## src/rtl/score_result_tracker_pkg.sv

```systemverilog
// Shared types and constants for the round score tracker and its BCD converter.
// No datapath of its own; one helper performs the double-dabble digit adjust.
package score_pkg;

   typedef enum logic [2:0] {
      S_IDLE,
      S_PLAY,
      S_DIVIDE,
      S_BCD,
      S_DONE
   } state_t;

   localparam int SCORE_MAX  = 1000000;
   localparam int NUM_W      = 27;
   localparam int BCD_DIGITS = 7;
   localparam int SCORE_W    = 20;

   // Add 3 to every digit that is 5 or more, so the following left shift carries correctly.
   function automatic logic [BCD_DIGITS*4-1:0] bcd_adjust(input logic [BCD_DIGITS*4-1:0] d);
      logic [BCD_DIGITS*4-1:0] r;
      r = d;
      for (int i = 0; i < BCD_DIGITS; i++) begin
         if (r[i*4 +: 4] >= 4'd5) r[i*4 +: 4] = r[i*4 +: 4] + 4'd3;
      end
      return r;
   endfunction

endpackage

```

## src/rtl/score_result_tracker_bin2bcd.sv

```systemverilog
// Sequential binary-to-BCD converter: one double-dabble step per cycle, 20 cycles from start to done.
// No backpressure; start restarts a conversion, clr abandons one, done holds until the next start/clr.
module bin2bcd_seq
   import score_pkg::*;
(
   input  logic                         clk,
   input  logic                         reset,
   input  logic                         clr,
   input  logic                         start,
   input  logic [SCORE_W-1:0]           bin,
   output logic                         done,
   output logic [BCD_DIGITS-1:0][3:0]   digits
);

   logic [SCORE_W-1:0]                  bin_q;
   logic [BCD_DIGITS*4-1:0]             bcd_q;
   logic [4:0]                          cnt;
   logic                                active;
   logic [BCD_DIGITS*4-1:0]             src_bcd;
   logic [SCORE_W-1:0]                  src_bin;
   logic [BCD_DIGITS*4+SCORE_W-1:0]     shifted;

   // The start cycle already performs the first step on the fresh operand.
   assign src_bcd = start ? '0  : bcd_q;
   assign src_bin = start ? bin : bin_q;
   assign shifted = {bcd_adjust(src_bcd), src_bin} << 1;

   always_ff @(posedge clk or posedge reset) begin
      if (reset) begin
         bin_q  <= '0;
         bcd_q  <= '0;
         cnt    <= '0;
         active <= 1'b0;
      end else if (clr) begin
         cnt    <= '0;
         active <= 1'b0;
      end else if (start || (active && cnt != 5'(SCORE_W))) begin
         {bcd_q, bin_q} <= shifted;
         cnt            <= start ? 5'd1 : cnt + 5'd1;
         active         <= 1'b1;
      end
   end

   assign done   = active && (cnt == 5'(SCORE_W));
   assign digits = bcd_q;

endmodule

```

## src/rtl/score_result_tracker.sv

```systemverilog
// Counts hits per round, then divides and BCD-converts the normalised score; fixed 48 cycles round_end->end_mode.
// No backpressure: pulses outside their valid state are dropped, round_start aborts any computation.
module score_result_tracker #(
   parameter int MAX_NOTES = 99,
   parameter int SCORE_MAX = score_pkg::SCORE_MAX,
   parameter int NUM_W     = score_pkg::NUM_W
) (
   input  logic        clk,
   input  logic        reset,
   input  logic        round_start,
   input  logic [6:0]  total_notes,
   input  logic        hit_pulse,
   input  logic        round_end,
   output logic        busy,
   output logic        end_mode,
   output logic [19:0] score_value,
   output logic [3:0]  score_d6,
   output logic [3:0]  score_d5,
   output logic [3:0]  score_d4,
   output logic [3:0]  score_d3,
   output logic [3:0]  score_d2,
   output logic [3:0]  score_d1,
   output logic [3:0]  score_d0,
   output logic [6:0]  hit_count
);
   import score_pkg::*;

   state_t                       state, state_nxt;
   logic [6:0]                   tn;
   logic                         hit_ok;
   logic [6:0]                   hits_nxt;
   logic [NUM_W-1:0]             num_q;
   logic [6:0]                   rem_q;
   logic [7:0]                   trial;
   logic [4:0]                   div_cnt;
   logic [SCORE_W-1:0]           quotient;
   logic                         bcd_start;
   logic                         bcd_done;
   logic [BCD_DIGITS-1:0][3:0]   bcd_digits;
   logic [BCD_DIGITS-1:0][3:0]   digits_q;

   assign hit_ok   = (state == S_PLAY) && hit_pulse && (hit_count < tn);
   assign hits_nxt = hit_count + 7'(hit_ok);
   assign trial    = {rem_q, num_q[NUM_W-1]};
   // num_q shifts quotient bits in from the right; a zero-note chart always scores 0.
   assign quotient = (tn == 7'd0) ? '0 : num_q[SCORE_W-1:0];

   always_ff @(posedge clk or posedge reset) begin
      if (reset) state <= S_IDLE;
      else       state <= state_nxt;
   end

   always_comb begin
      state_nxt = state;
      busy      = 1'b0;
      end_mode  = 1'b0;
      if (round_start) begin
         state_nxt = S_PLAY;
      end else begin
         case (state)
            S_PLAY:   if (round_end) state_nxt = S_DIVIDE;
            S_DIVIDE: if (div_cnt == 5'(NUM_W - 1)) state_nxt = S_BCD;
            S_BCD:    if (bcd_done) state_nxt = S_DONE;
            default:  ;
         endcase
      end
      busy     = (state == S_DIVIDE) || (state == S_BCD);
      end_mode = (state == S_DONE);
   end

   always_ff @(posedge clk or posedge reset) begin
      if (reset) begin
         tn          <= '0;
         hit_count   <= '0;
         num_q       <= '0;
         rem_q       <= '0;
         div_cnt     <= '0;
         bcd_start   <= 1'b0;
         score_value <= '0;
         digits_q    <= '0;
      end else begin
         bcd_start <= (state == S_DIVIDE) && (state_nxt == S_BCD);
         if (round_start) begin
            tn          <= (total_notes > 7'(MAX_NOTES)) ? 7'(MAX_NOTES) : total_notes;
            hit_count   <= '0;
            score_value <= '0;
            digits_q    <= '0;
         end else begin
            if (hit_ok) hit_count <= hits_nxt;
            if (state == S_PLAY && round_end) begin
               num_q   <= NUM_W'(hits_nxt) * NUM_W'(SCORE_MAX);
               rem_q   <= '0;
               div_cnt <= '0;
            end
            // Restoring division, one quotient bit per cycle, MSB first.
            if (state == S_DIVIDE) begin
               if (trial >= {1'b0, tn}) begin
                  rem_q <= 7'(trial - {1'b0, tn});
                  num_q <= {num_q[NUM_W-2:0], 1'b1};
               end else begin
                  rem_q <= trial[6:0];
                  num_q <= {num_q[NUM_W-2:0], 1'b0};
               end
               div_cnt <= div_cnt + 5'd1;
            end
            if (state == S_BCD && bcd_done) begin
               score_value <= quotient;
               digits_q    <= bcd_digits;
            end
         end
      end
   end

   bin2bcd_seq u_bin2bcd (
      .clk    (clk),
      .reset  (reset),
      .clr    (round_start),
      .start  (bcd_start),
      .bin    (quotient),
      .done   (bcd_done),
      .digits (bcd_digits)
   );

   assign score_d6 = digits_q[6];
   assign score_d5 = digits_q[5];
   assign score_d4 = digits_q[4];
   assign score_d3 = digits_q[3];
   assign score_d2 = digits_q[2];
   assign score_d1 = digits_q[1];
   assign score_d0 = digits_q[0];

endmodule

```

## config.mk

```make
export PLATFORM = sky130hd
export DESIGN_NAME = score_result_tracker
export DESIGN_NICKNAME = d
export VERILOG_FILES = /design/src/rtl/score_result_tracker_pkg.sv /design/src/rtl/score_result_tracker_bin2bcd.sv /design/src/rtl/score_result_tracker.sv
export SDC_FILE = /design/constraint.sdc
export NUM_CORES = 1
export LEC_CHECK = 0
export CORE_ASPECT_RATIO = 0.7
export CORE_MARGIN = 2
export CORE_UTILIZATION = 55
export DETAILED_ROUTE_END_ITERATION = 7
export DONT_BUFFER_PORTS = 1
export PLACE_DENSITY = 0.7
export SLEW_MARGIN = 10
export SYNTH_ARGS = -nofsm -noshare
export SYNTH_HDL_FRONTEND = slang
export SYNTH_SLANG_ARGS = --single-unit
```

## constraint.sdc

```tcl
create_clock -name clk -period 6.9 [get_ports clk]
set_input_delay 0.345 -clock clk [delete_from_list [all_inputs] [get_ports clk]]
set_output_delay 0.345 -clock clk [all_outputs]
set_load 0.02 [all_outputs]
```

# Word level (Yosys, flattened, before mapping)
# Index checks and enable logic that the tools add are counted.
word_totals:
  reg_bits: 158
  output_inout_bits: 57
op_classes:
  n_addsub: 11
  n_mul: 1
  order_cmp: 10
  eq_ne: 8
  muxes: 35
  bitwise: 1
  reduce_logical: 16
ops:
  columns: ["op", "n"]
  rows:
  - ["$mux W28", 3]
  - ["$mux W20", 4]
  - ["$mux W27", 2]
  - ["$mux W7", 6]
  - ["$ge A4 B3 Y1 const B", 7]
  - ["$mux W5", 5]
  - ["$add A4 B2 Y4 const B", 6]
  - ["$mux W4", 6]
  - ["$mul A7 B14 Y21 const B", 1]
  - ["$mux W3", 5]
  - ["$add A5 B1 Y5 const B", 2]
  - ["$eq A5 B5 Y1 const B", 2]
  - ["$eq A3 B2 Y1 const B", 3]
  - ["$pmux W3 S3", 1]
  - ["$ge A8 B7 Y1", 1]
  - ["$reduce_bool A2 Y1", 4]
  - ["$add A7 B1 Y7", 1]
  - ["$gt A7 B7 Y1 const B", 1]
  - ["$logic_and A1 B1 Y1", 7]
  - ["$logic_not A7 Y1", 1]
  - ["$lt A7 B7 Y1", 1]
  - ["$sub A7 B7 Y7", 1]
  - ["$ne A5 B5 Y1 const B", 1]
  - ["$reduce_and A2 Y1", 2]
  - ["6 further kinds", 9]

# Depth between registers and ports, before layout
# Gate-level depths: netlist of the first run.
depth:
  depth_word: 7
  mapped_depth: 23
  ltp_nobuf: 23

# Modules after synthesis
# Synthesis of the first run repeated with hierarchy kept, for this count alone.
hier_totals:
  cells_unflattened: 1052
  hier_area_um2: 9629.2
by_module_without_submodules:
  columns: ["mod", "instances", "cells_each", "area_each_um2"]
  rows:
  - ["score_result_tracker", 1, 700, 6472.5]
  - ["bin2bcd_seq", 1, 352, 3156.8]

# Worst setup path before layout of the first run
# No wires, ideal clock.
synth_path:
  kind: "flip-flop to flip-flop"
  from: "register hit_count[1]"
  to: "register num_q[26]"
  arrival_time_ps: 5856
  setup_slack_ps: 901
  path_stages_with_launch: 23
  synth_period_minus_slack_ps: 5999
  cell_sequence: "dfrtp_1 -> ha_1 -> a21o_1 -> a211o_1 -> a21oi_4 -> ha_1 -> ha_1 -> nand3_1 -> nor2_1 -> xor2_1 -> inv_1 -> fa_1 -> inv_1 -> fa_1 -> fa_1 -> ha_1 -> ha_1 -> a21o_1 -> a211o_1 -> nand2b_1 -> o221ai_1 -> xnor2_1 -> o221ai_1"
synth_between:
  elab_chain_len: 6
synth_lines:
  columns: ["element", "line_no", "source"]
  rows:
  - ["start, declared", "score_result_tracker.sv:24", "output logic [6:0] hit_count"]
  - ["start signal, assigned", "score_result_tracker.sv:89", "if (hit_ok) hit_count <= hits_nxt;"]
  - ["$lt A7 B7 Y1", "score_result_tracker.sv:42", "assign hit_ok = (state == S_PLAY) && hit_pulse && (hit_count < tn);"]
  - ["$logic_and A1 B1 Y1", "score_result_tracker.sv:42", null]
  - ["$add A7 B1 Y7 *", "score_result_tracker.sv:43", "assign hits_nxt = hit_count + 7'(hit_ok);"]
  - ["$mul A7 B14 Y21 *", "score_result_tracker.sv:91", "num_q <= NUM_W'(hits_nxt) * NUM_W'(SCORE_MAX);"]
  - ["$mux W27 *", "score_result_tracker.sv:90", "if (state == S_PLAY && round_end) begin"]
  - ["$mux W27 *", "score_result_tracker.sv:96", "if (state == S_DIVIDE) begin"]
  - ["end signal, assigned", "score_result_tracker.sv:91", null]
  - ["end signal, assigned", "score_result_tracker.sv:99", "num_q <= {num_q[NUM_W-2:0], 1'b1};"]
  - ["end signal, assigned", "score_result_tracker.sv:102", "num_q <= {num_q[NUM_W-2:0], 1'b0};"]
  - ["end, declared", "score_result_tracker.sv:32", "logic [NUM_W-1:0] num_q;"]
# Mark *: on every way between the ends. The rest lies on a longest branch, timed or not. The select of a mux whose other input is x is not followed.
# A chain may end at the register's enable or synchronous reset.

# Final worst setup path of the first run
layout_path:
  from: "register hit_count[5]"
  to: "register num_q[26]"
# The elaborated chain is that of the path after synthesis.

==> results of run 1 <==
[worst max path at each step]
stage | to | slack, ns
global placement | num_q[25] | 0.81
CTS | num_q[26] | 0.64
detailed placement | num_q[26] | 0.65
finish | num_q[26] | 0.61
floorplan | num_q[26] | 0.90
global route | num_q[26] | 0.24
[power breakdown]
| part | internal, mW | switching, mW |
|---|---|---|
| sequential | 0.947 | 0.0294 |
| clock | 0.587 | 0.411 |
| combinational | 0.0460 | 0.0963 |
| total | 1.58 | 0.536 |
[synth_stat cells (16+ instances only)]
cell,n
nor2b_1,29
buf_2,16
nor2_1,53
a21oi_1,81
nand3_1,17
nand2_1,163
dfrtp_1,158
ha_1,79
clkbuf_1,30
a22o_1,27
inv_1,58
xnor2_1,23
o21ai_0,78
nand2b_1,26
[per-layer routing]
layer  vias up  share of wire [%]  track usage [%]
met3        22                6.6             6.67
met5         -                  0                0
li1       3423                  -                -
met2       171                 41             33.9
met1      3314                 51             37.3
met4         0                1.4             6.12
[cell type report]
| cell class | instances | area [um^2] | share of cell area [%] |
|---|---|---|---|
| Timing Repair Buffer | 11 | 97.6 | 0.965 |
| Multi-Input combinational cell | 739 | 4930 | 48.8 |
| Clock buffer | 18 | 439 | 4.34 |
| Sequential cell | 158 | 3960 | 39.1 |
| Tap cell | 225 | 282 | 2.78 |
| Clock inverter | 14 | 183 | 1.81 |
| Inverter | 58 | 223 | 2.20 |
[worst reg2reg max path: stages, from the launching register on]
cell and delay (ns):
dfrtp_1 0.59, ha_1 0.32, a21oi_1 0.16, o2111ai_1 0.22, a21oi_4 0.33, ha_1 0.26, ha_1 0.25, nand3_1 0.13
nor2_1 0.25, xor2_1 0.17, buf_4 0.18, inv_1 0.07, fa_1 0.49, inv_1 0.06, fa_1 0.48, fa_1 0.43
ha_1 0.29, ha_1 0.36, a21o_1 0.23, a211o_1 0.31, nand2b_1 0.15, o221ai_1 0.09, xnor2_1 0.16, o221ai_1 0.13
[sequential cells by signal, summed over array words and instances (netlist names), 5 cells and up]
signal / cells
rem_q: 7
tn: 7
num_q: 27
hit_count: 7
score_value: 20
u_bin2bcd.bin_q: 19
u_bin2bcd.cnt: 5
u_bin2bcd.digits: 28
div_cnt: 5
[cell families (layout without fill, tap and decap cells)]
family,Yosys count,after routing
AND/OR/NAND/NOR,332,332
AO/OA/AOI/OAI,254,254
flip-flops,158,158
buffers and inverters,106,101
adder cells (fa/ha/maj),92,92
XOR/XNOR,38,38
multiplexers,23,23
[stage by stage]
stage	hold slack, ns	power (mW)	setup slack [ns]	util (%)
finish	0.0257	2.12	0.614	61.5
global route	0.0212	2.19	0.236	61.5
global placement	0.397	1.13	0.808	57.5
CTS	0.0150	2.13	0.642	61.5
floorplan	0.442	1.09	0.901	-
detailed placement	0.401	1.13	0.652	57.5
==> impl_metrics.json, run 1 <==
{
  "outcome": "completed",
  "yosysTopAreaCell": "dfrtp_1",
  "path_class": "reg -> reg",
  "leakagePower_nw": 4.83,
  "dpl.hpwl_um": 13900,
  "peakVddDrop_v": 0.000179,
  "post_drt_via_cell_ratio": 5.67,
  "critPathMaxStageDelay_ns": 0.59,
  "grt_pass1_vias": 6793,
  "cts_setup_buffers": 0,
  "rrSetupSlack_ns": 0.61,
  "boundaryPins": 69,
  "placed_area_um2": 9460,
  "netlist_instances": 1003,
  "root_buffer": "clkbuf_16",
  "yosysWarnings": 0,
  "stdcell_area_um2": 10100,
  "worstHoldEndpoint": "tn[6]",
  "crit_fanout": 9,
  "r2r-start": "hit_count[5]",
  "routedWlPerCell_um": 16.9,
  "path_common_cell": "ha_1",
  "die_h_um": 113,
  "synthArstFlopShare_pct": 100,
  "yosysTopAreaCellShare_pct": 42.5,
  "relSlewSlack_pct": 33.2,
  "route.detailed.drc": 0,
  "clk_path_buf_depth": 2,
  "post-route-period-util_pct": 91.1,
  "min_from": "round_start",
  "synth_xor_area_share_pct": 3.58,
  "drt_first_pass_iters": 5,
  "max_freq_mhz": 159,
  "critPathTopFamily": "adder cells",
  "grt_pass1_wl_um": 35200,
  "track_usage_pct": 24.3,
  "final.setup.tns_ns": 0,
  "setup_violations": 0,
  "powerDensity_nw_per_um2": 209,
  "fp.dieW_um": 159,
  "grt_setup_unrepaired": "no",
  "cts_tree": "done",
  "yosysUniqueCellTypes": 61,
  "netlist_area_um2": 9300,
  "fin_skew_ns": 0.00737,
  "antenna_cells": 0,
  "cts_buffers": 17,
  "core_area_um2": 16400,
  "syn2layout_area_growth_pct": 8.76,
  "final_common_cell": "nand2_1",
  "crit_chain": "ha_1 -> a21oi_1 -> o2111ai_1 -> a21oi_4 -> ha_1 -> ha_1 -> nand3_1 -> nor2_1 -> xor2_1 -> buf_4 -> inv_1 -> fa_1 -> inv_1 -> fa_1 -> fa_1 -> ha_1 -> ha_1 -> a21o_1 -> a211o_1 -> nand2b_1 -> o221ai_1 -> xnor2_1 -> o221ai_1",
  "slew_viol_final": 0,
  "finalNonFillerCells": 1223,
  "r2r_cells": 23,
  "ctsResizeCount": 0,
  "synth-edff-count": 0,
  "clk_latency_ns": 0.43,
  "worstMarginPinSlew_ns": 1.00,
  "avgSynthCellArea_um2": 9.27,
  "r2r-end": "num_q[26]",
  "max-cap-violations": 0,
  "synth-seq-cells": 158,
  "startpoint": "hit_count[5]",
  "synth_top_family_by_area": "compound AO/OA/AOI/OAI gates",
  "worstSetupStartpointType": "register",
  "port_buffers": 0,
  "grt_overflow_total": 0,
  "fillCellCount": 1389,
  "path_buf_inv": 3,
  "synth_nets": 1107,
  "hold_viol": 0,
  "dp.cells": 1189,
  "fin_nets": 1089,
  "cts.sinks": 158,
  "htreeDepth": 4,
  "routed-via-count": 6930,
  "synth-compound-area-share_pct": 16.9,
  "cts.clk_slew.worst_paths_ns": 0.07,
  "synth.area.mux_share_pct": 2.58,
  "routed_wl_um": 20600,
  "drt_iter0_drc": 532,
  "crit_arrival_ns": 6.54,
  "synth_fa_ha_area_share_pct": 13.4,
  "start_util_pct": 56.5,
  "fin_crit_ns": 6.29,
  "crit_path_end_kind": "register",
  "antenna_left": 0,
  "synth_simple_gate_area_share_pct": 16.4,
  "hold_path.class": "in -> reg",
  "crit_slowest_cell": "dfrtp_1",
  "seq_area_frac_synth_pct": 42.5,
  "holdBufCountCts": 2,
  "path_depth": 23,
  "worstPathRequired_ns": 7.15,
  "grt_max_degree": 87,
  "synthTopCellsByArea": "dfrtp_1 43%, ha_1 11%, nand2_1 6.6%",
  "rows": 39,
  "gp_congestion": 0.835,
  "die_area_um2": 18000,
  "hold_depth": 1,
  "antenna_found_initial": 0,
  "drive_above_1_share_pct": 6.01,
  "final_cell_mix": "163 x nand2_1, 157 x dfrtp_1, 81 x a21oi_1",
  "synthFlopType": "dfrtp_1"
}
(Power assumes the default switching activity.)
==> run 2: changes to the inputs <==
--- a/config.mk
+++ b/config.mk
@@ -5,6 +5,8 @@
 export SDC_FILE = /design/constraint.sdc
 export NUM_CORES = 1
 export LEC_CHECK = 0
+export ABC_AREA = 1
+export ABC_CLOCK_PERIOD_IN_PS = 6900
 export CORE_ASPECT_RATIO = 0.7
 export CORE_MARGIN = 2
 export CORE_UTILIZATION = 55
==> run 2 against run 1 <==
Against the previous run: hold slack worse by 0.013 ns; flip-flop and latch count stayed put; non-clock buffer count is 3 lower; first-iteration DRC count is 23% higher; die area is 3.8% higher; global-route usage is 0.071 points higher; critical path depth is 5 higher; area after synthesis is 3.9% higher; largest cell class unchanged.
==> impl_metrics.json, run 2 <==
{
  "final_cell_mix": "293 x nand2_1, 173 x inv_1, 158 x dfrtp_1",
  "grt_pass1_vias": 7374,
  "yosysTopAreaCell": "dfrtp_1",
  "peakVddDrop_v": 0.000144,
  "drt_first_pass_iters": 5,
  "worstMarginPinSlew_ns": 1.01,
  "grt_max_degree": 88,
  "gp_congestion": 0.859,
  "stdcell_area_um2": 10400,
  "critPathMaxStageDelay_ns": 0.58,
  "netlist_instances": 1220,
  "synth_nets": 1324,
  "slew_viol_final": 0,
  "worstPathRequired_ns": 7.21,
  "max-cap-violations": 0,
  "outcome": "completed",
  "fin_crit_ns": 5.94,
  "crit_slowest_cell": "xnor2_1",
  "dp.cells": 1411,
  "setup_violations": 0,
  "drt_iter0_drc": 657,
  "die_h_um": 115,
  "start_util_pct": 56.3,
  "avgSynthCellArea_um2": 7.92,
  "fin_nets": 1305,
  "antenna_cells": 0,
  "port_buffers": 0,
  "finalNonFillerCells": 1445,
  "root_buffer": "clkbuf_16",
  "cts_buffers": 17,
  "grt_setup_unrepaired": "no",
  "fillCellCount": 1490,
  "antenna_left": 0,
  "track_usage_pct": 24.3,
  "hold_viol": 0,
  "cts.clk_slew.worst_paths_ns": 0.07,
  "yosysTopAreaCellShare_pct": 40.9,
  "preCtsSetupSlack_ns": 0.975,
  "synth-seq-cells": 158,
  "boundaryPins": 69,
  "synthArstFlopShare_pct": 100,
  "final_common_cell": "nand2_1",
  "drive_above_1_share_pct": 5.02,
  "yosysWarnings": 0,
  "relSlewSlack_pct": 32.6,
  "grt_pass1_wl_um": 36700,
  "core_area_um2": 17200,
  "p_comb_share_pct": 25.5,
  "path_class": "reg -> reg",
  "post_drt_via_cell_ratio": 5.38,
  "synthFlopType": "dfrtp_1",
  "post-route-worst-setup-slack_ns": 0.958,
  "clk_latency_ns": 0.43,
  "final_core_util_pct": 60.3,
  "fin_skew_ns": 0.0241,
  "routed-via-count": 7781,
  "clk_path_buf_depth": 2,
  "p_int_mw": 1.86,
  "routed_wl_um": 21500,
  "rows": 40,
  "antenna_found_initial": 0,
  "power_mw": 2.88,
  "max_freq_mhz": 168,
  "power_frac_clock_pct": 33.1,
  "die_area_um2": 18700,
  "yosysUniqueCellTypes": 44,
  "crit_fanout": 8,
  "synth-edff-count": 0,
  "placed_area_um2": 9750,
  "post-route-period-util_pct": 86.1,
  "final.setup.tns_ns": 0,
  "hold_path.class": "in -> reg",
  "route.detailed.drc": 0,
  "power.switching_mw": 1.01,
  "largest_register_ffs": 28,
  "cts.sinks": 158,
  "crit_arrival_ns": 6.25,
  "leakagePower_nw": 5.37,
  "swShare_pct": 35.2,
  "cts_setup_buffers": 0,
  "fp.dieW_um": 162,
  "cts_tree": "done",
  "grt_overflow_total": 0,
  "worstSetupStartpointType": "register",
  "path_common_cell": "nand2_1",
  "powerDensity_nw_per_um2": 278,
  "seq_area_frac_synth_pct": 40.9,
  "syn2layout_area_growth_pct": 7.25,
  "netlist_area_um2": 9660,
  "pwr-share-seq_pct": 41.5,
  "hold_ws_ns": 0.0128,
  "synthTopCellsByCount": "293 x nand2_1, 174 x inv_1, 158 x dfrtp_1",
  "synth_most_common_cell": "nand2_1",
  "crit_path_end_kind": "register",
  "dpl.hpwl_um": 14900,
  "htreeDepth": 4,
  "synthTopCellsByArea": "dfrtp_1 41%, nand2_1 11%, ha_1 10%",
  "routedWlPerCell_um": 14.9
}
-- run 2: cell types whose count changed in the layout (fill, tap and decap cells not counted), sizes merged, moves of 15 or more --
cell    before  now
a21oi       83   62
a22o        27    0
inv         63  186
mux2i       15    0
nand2      163  295
nand2b      26    0
nand3       17   63
nor2        54   73
nor2b       30    0
o21ai       85  166
-- run 2: critical path: cells and delay by family, from the launching register on --
| kind | cells | cell delay, ns |
|---|---|---|
| xor+xnor | 1 | 0.58 |
| fa+ha+maj | 8 | 2.87 |
| flops | 1 | 0.51 |
| simple gates | 13 | 1.18 |
| compound gates | 1 | 0.15 |
| buf+inv | 5 | 0.51 |
-- run 2: logic make-up after synthesis --
logic type	Yosys count	synth area share [%]
AO/OA/AOI/OAI	270	15.1
XOR/XNOR	21	1.90
adder cells (fa/ha/maj)	92	12.9
buffers and inverters	228	9.73
flip-flops	158	40.9
AND/OR/NAND/NOR	451	19.4
-- run 2: layer usage --
layer,global-route usage [%],share of wire (%),up-vias
met5,0,0,-
li1,-,-,3920
met2,34.9,42,203
met1,38.0,52,3649
met4,5.43,0.62,0
met3,4.83,6.1,9
-- run 2: final cells by class --
class / count / area [um^2] / share of cell area, %
multi-input cells: 834 / 4780 / 46.1
clock buffers: 17 / 425 / 4.11
flip-flops and latches: 158 / 3950 / 38.2
repair buffers: 8 / 65.1 / 0.628
clock inverters: 15 / 161 / 1.56
inverters: 182 / 688 / 6.64
well taps: 231 / 289 / 2.79
-- run 2: power groups by stage --
stage / combinational (mW) / sequential (mW) / clock, mW
6_report: 0.733 / 1.19 / 0.951
5_1_grt: 0.857 / 1.21 / 0.998
4_1_cts: 0.732 / 1.19 / 0.967
3_5_place_dp: 0.721 / 1.21 / 0
3_3_place_gp: 0.698 / 1.20 / 0
2_1_floorplan: 0.589 / 1.17 / 0
-- run 2: worst paths after layout --
check	startpoint	end	slack, ns	cells past startpoint
min in group asynchronous	reset	score_value[13]	0.56	2
setup reg to reg	hit_count[2]	num_q[26]	0.96	28
hold reg to reg	u_bin2bcd.bin_q[13]	u_bin2bcd.bin_q[13]	0.49	2
max in group asynchronous	reset	rem_q[4]	4.91	3
hold / removal	round_start	tn[5]	0.01	1
setup / recovery	hit_count[2]	num_q[26]	0.96	28
-- run 2: what timing repair did --
action / CTS / global route
endpoints found under the hold margin: 89 / 0
hold buffers: 2 / 0
resized for setup: 0 / 0
